==> src/rtl/block_sprite_pkg.sv <==
// Shared types for the multi-block sprite engine.
// Motion logic is enabled by defining BLOCK_SPRITE_MOTION_EN.
package block_sprite_pkg;

  localparam int SCREEN_W_DEF = 1280;
  localparam int SCREEN_H_DEF = 720;

  typedef logic [11:0] rgb_t;
  typedef logic signed [11:0] vel_t;

  typedef struct packed {
    logic [10:0] x;
    logic [9:0]  y;
    logic [10:0] w;
    logic [9:0]  h;
    rgb_t        color;
    vel_t        dx;
    vel_t        dy;
  } sprite_t;

endpackage

==> src/rtl/sprite_motion.sv <==
// One-axis bounce update: moves pos by vel and reflects at 0 / LIMIT.
// Used by multi_block_sprite when BLOCK_SPRITE_MOTION_EN is defined.
module sprite_motion
  import block_sprite_pkg::*;
#(
  parameter int POS_W = 11,
  parameter int LIMIT = 1280,
  parameter int VEL_W = 6
) (
  input  logic [POS_W-1:0] pos,
  input  vel_t             vel,
  input  logic [POS_W-1:0] size,
  output logic [POS_W-1:0] pos_nxt,
  output vel_t             vel_nxt
);

  localparam vel_t VEL_MIN = vel_t'(-(2 ** (VEL_W - 1)));
  localparam vel_t VEL_MAX = vel_t'((2 ** (VEL_W - 1)) - 1);
  localparam logic signed [13:0] LIM = 14'(LIMIT);

  logic signed [13:0] np;
  logic signed [13:0] far;
  logic signed [13:0] room;
  vel_t               flip;

  assign np   = 14'($signed({1'b0, pos})) + 14'(vel);
  assign far  = np + 14'($signed({1'b0, size}));
  assign room = LIM - 14'($signed({1'b0, size}));
  // most-negative velocity has no positive twin, so saturate
  assign flip = (vel == VEL_MIN) ? VEL_MAX : -vel;

  always_comb begin
    pos_nxt = np[POS_W-1:0];
    vel_nxt = vel;
    if (np < 14'sd0) begin
      pos_nxt = '0;
      vel_nxt = flip;
    end else if (far > LIM) begin
      pos_nxt = (room < 14'sd0) ? '0 : room[POS_W-1:0];
      vel_nxt = flip;
    end
  end

endmodule

==> src/rtl/multi_block_sprite.sv <==
// Rectangle sprite engine, 2-cycle registered pixel output.
// Define BLOCK_SPRITE_MOTION_EN for per-frame bounce motion.
module multi_block_sprite
  import block_sprite_pkg::*;
#(
  parameter int NUM_SPRITES = 4,
  parameter int SCREEN_W    = SCREEN_W_DEF,
  parameter int SCREEN_H    = SCREEN_H_DEF,
  parameter int VEL_W       = 6,
  localparam int SEL_W = (NUM_SPRITES > 1) ? $clog2(NUM_SPRITES) : 1
) (
  input  logic             clk_in,
  input  logic             rst_n_in,
  input  logic [10:0]      hcount_in,
  input  logic [9:0]       vcount_in,
  input  logic             frame_start_in,
  input  logic             wr_en_in,
  input  logic [SEL_W-1:0] wr_sel_in,
  input  logic [10:0]      wr_x_in,
  input  logic [9:0]       wr_y_in,
  input  logic [10:0]      wr_w_in,
  input  logic [9:0]       wr_h_in,
  input  logic [11:0]      wr_color_in,
  input  logic [VEL_W-1:0] wr_dx_in,
  input  logic [VEL_W-1:0] wr_dy_in,
  output logic [11:0]      pixel_out,
  output logic             hit_out,
  output logic [SEL_W-1:0] hit_id_out,
  output logic [10:0]      hcount_out,
  output logic [9:0]       vcount_out
);

  sprite_t spr [NUM_SPRITES];
  sprite_t wr_spr;

  always_comb begin
    wr_spr       = '0;
    wr_spr.x     = wr_x_in;
    wr_spr.y     = wr_y_in;
    wr_spr.w     = wr_w_in;
    wr_spr.h     = wr_h_in;
    wr_spr.color = wr_color_in;
    wr_spr.dx    = vel_t'($signed(wr_dx_in));
    wr_spr.dy    = vel_t'($signed(wr_dy_in));
  end

`ifdef BLOCK_SPRITE_MOTION_EN
  logic [10:0] nx  [NUM_SPRITES];
  logic [9:0]  ny  [NUM_SPRITES];
  vel_t        ndx [NUM_SPRITES];
  vel_t        ndy [NUM_SPRITES];

  for (genvar g = 0; g < NUM_SPRITES; g++) begin : g_mot
    sprite_motion #(
      .POS_W(11), .LIMIT(SCREEN_W), .VEL_W(VEL_W)
    ) u_x (
      .pos(spr[g].x), .vel(spr[g].dx), .size(spr[g].w),
      .pos_nxt(nx[g]), .vel_nxt(ndx[g])
    );
    sprite_motion #(
      .POS_W(10), .LIMIT(SCREEN_H), .VEL_W(VEL_W)
    ) u_y (
      .pos(spr[g].y), .vel(spr[g].dy), .size(spr[g].h),
      .pos_nxt(ny[g]), .vel_nxt(ndy[g])
    );
  end
`else
  logic [NUM_SPRITES-1:0] unused_vel;
  logic                   unused_cfg;

  for (genvar g = 0; g < NUM_SPRITES; g++) begin : g_sink
    assign unused_vel[g] = ^{spr[g].dx, spr[g].dy};
  end
  assign unused_cfg = ^{frame_start_in, unused_vel,
                        11'(SCREEN_W), 10'(SCREEN_H)};
`endif

  // a write to a sprite overrides its motion on the same edge
  always_ff @(posedge clk_in or negedge rst_n_in) begin
    if (!rst_n_in) begin
      for (int i = 0; i < NUM_SPRITES; i++) spr[i] <= '0;
    end else begin
      for (int i = 0; i < NUM_SPRITES; i++) begin
        if (wr_en_in && int'(wr_sel_in) == i) begin
          spr[i] <= wr_spr;
`ifdef BLOCK_SPRITE_MOTION_EN
        end else if (frame_start_in && spr[i].w != '0
                     && spr[i].h != '0) begin
          spr[i].x  <= nx[i];
          spr[i].dx <= ndx[i];
          spr[i].y  <= ny[i];
          spr[i].dy <= ndy[i];
`endif
        end
      end
    end
  end

  logic [NUM_SPRITES-1:0] hit_c;

  always_comb begin
    hit_c = '0;
    for (int i = 0; i < NUM_SPRITES; i++) begin
      hit_c[i] = (spr[i].w != '0) && (spr[i].h != '0)
        && (hcount_in >= spr[i].x)
        && ({1'b0, hcount_in} < {1'b0, spr[i].x} + {1'b0, spr[i].w})
        && (vcount_in >= spr[i].y)
        && ({1'b0, vcount_in} < {1'b0, spr[i].y} + {1'b0, spr[i].h});
    end
  end

  logic [NUM_SPRITES-1:0] hit_q;
  rgb_t                   col_q [NUM_SPRITES];
  logic [10:0]            hc_q;
  logic [9:0]             vc_q;

  always_ff @(posedge clk_in or negedge rst_n_in) begin
    if (!rst_n_in) begin
      hit_q <= '0;
      hc_q  <= '0;
      vc_q  <= '0;
      for (int i = 0; i < NUM_SPRITES; i++) col_q[i] <= '0;
    end else begin
      hit_q <= hit_c;
      hc_q  <= hcount_in;
      vc_q  <= vcount_in;
      for (int i = 0; i < NUM_SPRITES; i++) col_q[i] <= spr[i].color;
    end
  end

  logic             sel_hit;
  logic [SEL_W-1:0] sel_id;
  rgb_t             sel_col;

  // walk downwards so the lowest index wins
  always_comb begin
    sel_hit = 1'b0;
    sel_id  = '0;
    sel_col = '0;
    for (int i = NUM_SPRITES - 1; i >= 0; i--) begin
      if (hit_q[i]) begin
        sel_hit = 1'b1;
        sel_id  = SEL_W'(i);
        sel_col = col_q[i];
      end
    end
  end

  always_ff @(posedge clk_in or negedge rst_n_in) begin
    if (!rst_n_in) begin
      pixel_out  <= '0;
      hit_out    <= 1'b0;
      hit_id_out <= '0;
      hcount_out <= '0;
      vcount_out <= '0;
    end else begin
      pixel_out  <= sel_col;
      hit_out    <= sel_hit;
      hit_id_out <= sel_id;
      hcount_out <= hc_q;
      vcount_out <= vc_q;
    end
  end

endmodule

==> config.mk <==
export PLATFORM = sky130hd
export DESIGN_NAME = multi_block_sprite
export DESIGN_NICKNAME = d
export VERILOG_FILES = /design/src/rtl/block_sprite_pkg.sv /design/src/rtl/sprite_motion.sv /design/src/rtl/multi_block_sprite.sv
export SDC_FILE = /design/constraint.sdc
export NUM_CORES = 1
export LEC_CHECK = 0
export CAP_MARGIN = 20
export CORE_AREA = 2 2 137 272
export CTS_CLUSTER_DIAMETER = 40
export CTS_CLUSTER_SIZE = 28
export DETAILED_ROUTE_END_ITERATION = 12
export DIE_AREA = 0 0 139 274
export GPL_TIMING_DRIVEN = 0
export PLACE_DENSITY = 0.7
export SLEW_MARGIN = 10
export SYNTH_ARGS = -nofsm -noshare
export SYNTH_HDL_FRONTEND = slang
export SYNTH_SLANG_ARGS = --single-unit
==> constraint.sdc <==
create_clock -name clk_in -period 4 [get_ports clk_in]
set_clock_uncertainty 0.2 [all_clocks]
set_input_delay 0.4 -clock clk_in [delete_from_list [all_inputs] [get_ports clk_in]]
set_output_delay 0.4 -clock clk_in [all_outputs]
set_load 0.02 [all_outputs]
==> results.md <==
| Item | This run |
| --- | --- |
| Share of async-settable or async-resettable flops after synthesis | 100% |
| Number of buffers created by CTS | 36 |
| Max clock buf depth | 3 |
| P_sw | 4.48 mW |
| Number of vias per cell after detailed routing | 5.67 |
| Reported leakage power | 9.82 nW |
| Met1 capacity usage during global routing | 25.9% |
| Fraction of layout instances using a drive strength above 1 | 16.9% |
| Sequential area share after synthesis | 44.8% |
| Synthesized netlist cell count | 1,594 |
| Setup Total Neg Slack | 0 ns |
| Number of antenna violations at the first check in global routing | 1 |
| Synth Register Bits | 325 |
| Clock network power share | 29.0% |
| Number of slew-limit violations in the final report | 0 |
| Critical path start-end classification | reg2reg |
| Number of failing setup endpoints in the final timing report | 0 |
| Portion of total power attributed to sequential cells | 33.9% |
| Net count of the mapped netlist | 1,939 |
| Number of primary I/O pins | 129 |
| Vertical extent of the die | 274 um |
| Area taken by flip-flops and latches | 0.00813 mm2 |
| Pre-Repair DR Iteration Count | 6 |
| Global-route total usage across every layer | 22.8% |
| Final hold vios | 0 |
| Post-layout min period | 3.87 ns |
| Xor and xnor area share after synthesis | 3.04% |
| Most frequently used flop master after synthesis | dfrtp_1 |
| Total power density per cell area | 590 mW/mm2 |
| Worst-case reg-to-reg path depth | 14 |
| Distinct cell type count of the synthesized netlist | 63 |
| Met2 capacity usage during global routing | 42.6% |
| Filler cells | 3,075 |
| Class of the most critical hold timing path | reg2reg |
| Cell depth of the worst min-delay path | 0 |
| Post-route DRC violation count | 0 |
| Fraction of synthesized area in multiplexers | 12.1% |
| Critical Path Fanout Max | 3 |
| Port Buffers | 115 |
| Clock tree sinks | 325 |
| Arrival @ worst endpoint | 4.07 ns |
| Horiz. Die Dim | 139 um |
| Area of the core | 0.0362 mm2 |
| Row count | 99 |
| Largest net degree at the start of global routing | 101 |
| Number of global-route vias before repair | 13,300 |
| Unrepaired setup endpoints after global routing | no |
| Full die area | 0.0381 mm2 |
| Layout net count | 2,096 |
| Fmax | 259 MHz |
| Final Non-Filler Cells | 2,231 |
| Max VDD drop | 0.000528 V |
| Share of the synthesized area in the top cell type | 44.8% |
| Post-CTS Setup Bufs | 0 |
| CP startpoint kind | register |
| Wire length of the first global-routing pass | 68,400 um |
| Count of synthesis-stage warnings from yosys | 0 |
| # Max-Cap Violations | 0 |
| Commonest cells after routing, fill and taps aside | 325 x dfrtp_1, 244 x ha_1, 196 x mux2_2 |
| Tightest slew margin relative to the limit | 45.6% |
| TritonCTS clock tree | yes |
| Remaining number of nets flagged by the antenna check after routing | 0 |
| HPWL after detailed placement | 32,500 um |
| Later-pin clock latency in the skew report | 0.55 ns |
| Gr ovfl total | 0 |
| Number of vias in the routed layout | 12,600 |
| Average wire per standard cell | 18.9 um |
| Final period util | 96.7% |
| Adder and majority gate portion of the synthesized area | 17.7% |
| Complex-gate fraction of the synthesized area | 11.6% |
| Post-synthesis simple-gate area fraction | 7.80% |
| H-tree depth | 2 |
| Data required time at the worst endpoint | 4.20 ns |
| Fraction of power spent switching nets | 35.6% |
| Multi-input gate area | 0.00954 mm2 |
| CTS clk-pin slew, worst paths | 0.09 ns |
| Largest family of logic cells by synthesized area | adder cells |
| Final core utilization | 59.0% |
| Initial core utilization | 50.2% |
| Met3 track utilization from global routing | 2.27% |
| # diodes | 0 |
| Most common library cell in the layout ignoring fill and taps | dfrtp_1 |
| Routing layer with the top usage in global route | met2 |
| Cell-internal power | 8.11 mW |
| Proportion of power drawn by combinational gates | 37.1% |
| Largest cells by area after synthesis | dfrtp_1 45%, ha_1 17%, mux2_2 12% |
| Crit. End Element | register |
| Mean instance size in the synthesized netlist | 11.4 um2 |
| DR iter-0 viols | 402 |
| Cell type with the largest total area after synthesis | dfrtp_1 |
| Number of placed instances, taps included | 2,166 |
| Clock tree root driver cell | clkbuf_16 |
| Routability congestion estimate from global placement | 0.866 |
| Number of enable flip-flop cells after synthesis | 0 |
| Area Growth Syn to Fin | 17.5% |
| Sum of routed wire length over all layers | 42,200 um |
| Run status | completed |
| Worst Max-Slew Pin Slew | 0.815 ns |
| Synthesized area | 0.0182 mm2 |
cell type report:
type | count | share of cell area, %
plain buffers | 33 | 0.656
clock inverters | 22 | 1.68
multi-input cells | 1130 | 44.7
flip-flops and latches | 325 | 38.1
repair buffers | 119 | 5.85
inverters | 106 | 1.86
well taps | 454 | 2.66
clock buffers | 42 | 4.52
power groups by stage:
stage	registers (mW)	logic [mW]	clock network, mW
detailed placement	4.32	4.62	0
finish	4.27	4.67	3.65
floorplan	4.26	3.36	0
global placement	4.32	4.50	0
CTS	4.27	4.67	3.74
global route	4.34	5.36	3.86
layer usage:
layer  wire, um  part of all wire [%]  vias to the layer above
met4       1980                   4.7                        0
met5          0                     0                        -
met3       1130                   2.7                      104
met2      22200                    53                      229
met1      16900                    40                     6224
li1           -                     -                     6085
worst max-delay path, cell delays in order, from the launching register on:
cell and delay [ns]:
dfrtp_1 0.40, ha_1 0.23, fa_1 0.41, a21o_1 0.19
a21oi_2 0.21, o211ai_1 0.19, a31o_1 0.24, a21oi_1 0.18
xor2_1 0.09, ha_1 0.31, o21ai_0 0.09, a221oi_1 0.36
o211ai_1 0.15, o211ai_1 0.39, a211oi_2 0.10
through the flow:
| stage | cell area, um2 | power, mW | setup slack [ns] | hold WS (ns) |
|---|---|---|---|---|
| floorplan | 18200 | 7.62 | 0.675 | -0.0956 |
| global placement | 19900 | 8.82 | -11.79 | 0.131 |
| detailed placement | 20000 | 8.95 | 0.00223 | 0.136 |
| CTS | 21300 | 12.7 | 0.00406 | 0.125 |
| global route | 21300 | 13.6 | 0.00130 | 0.135 |
| finish | 21300 | 12.6 | 0.134 | 0.121 |
worst paths after layout:
path                          start             to  slack (ns)
hold reg to reg             hc_q[0]  hcount_out[0]        0.12
setup / recovery            spr[46]       hit_q[3]        0.13
hold / removal              hc_q[0]  hcount_out[0]        0.12
setup reg to reg            spr[46]       hit_q[3]        0.13
min in group asynchronous  rst_n_in        vc_q[0]        0.21
max in group asynchronous  rst_n_in       spr[204]        2.10
registers in the layout (all words and copies together) (netlist names):
| signal | count |
|---|---|
| hit_id_out | 2 |
| spr | 216 |
| hcount_out | 11 |
| vc_q | 10 |
| hc_q | 11 |
| pixel_out | 12 |
| vcount_out | 10 |
| col_q | 48 |
| hit_q | 4 |
| hit_out | 1 |
logic make-up (layout without fill, tap and decap cells):
group | after synthesis | count (layout)
AO/OA/AOI/OAI | 321 | 321
buffers and inverters | 139 | 322
AND/OR/NAND/NOR | 298 | 298
XOR/XNOR | 63 | 63
multiplexers | 196 | 196
adder cells (fa/ha/maj) | 252 | 252
flip-flops | 325 | 325
synth_stat cells (4+ instances only):
master,instances
xor2_1,49
o21a_1,12
and3_1,5
ha_1,244
or4_1,6
nand3_1,21
mux2_2,196
o211ai_1,14
nand2b_1,24
a211oi_1,18
nor2_1,74
a22oi_1,10
o2111ai_1,8
a21o_1,30
a31oi_1,8
dfrtp_1,325
nand4_1,4
nand2_1,91
inv_1,106
nor3_1,27
clkbuf_1,18
a21oi_1,77
nor4_1,21
buf_2,13
o31ai_1,6
nor2b_1,14
fa_1,8
o21ai_0,87
xnor2_1,14
a31o_2,6
a2111oi_0,5
repair_timing:
item / 4_1_cts / 5_1_grt
resized for setup: 0 / 8
hold endpoints to repair: 65 / 0
setup endpoints to repair: 0 / 3
hold buffers: 1 / 0
(Power assumes the default switching activity.)
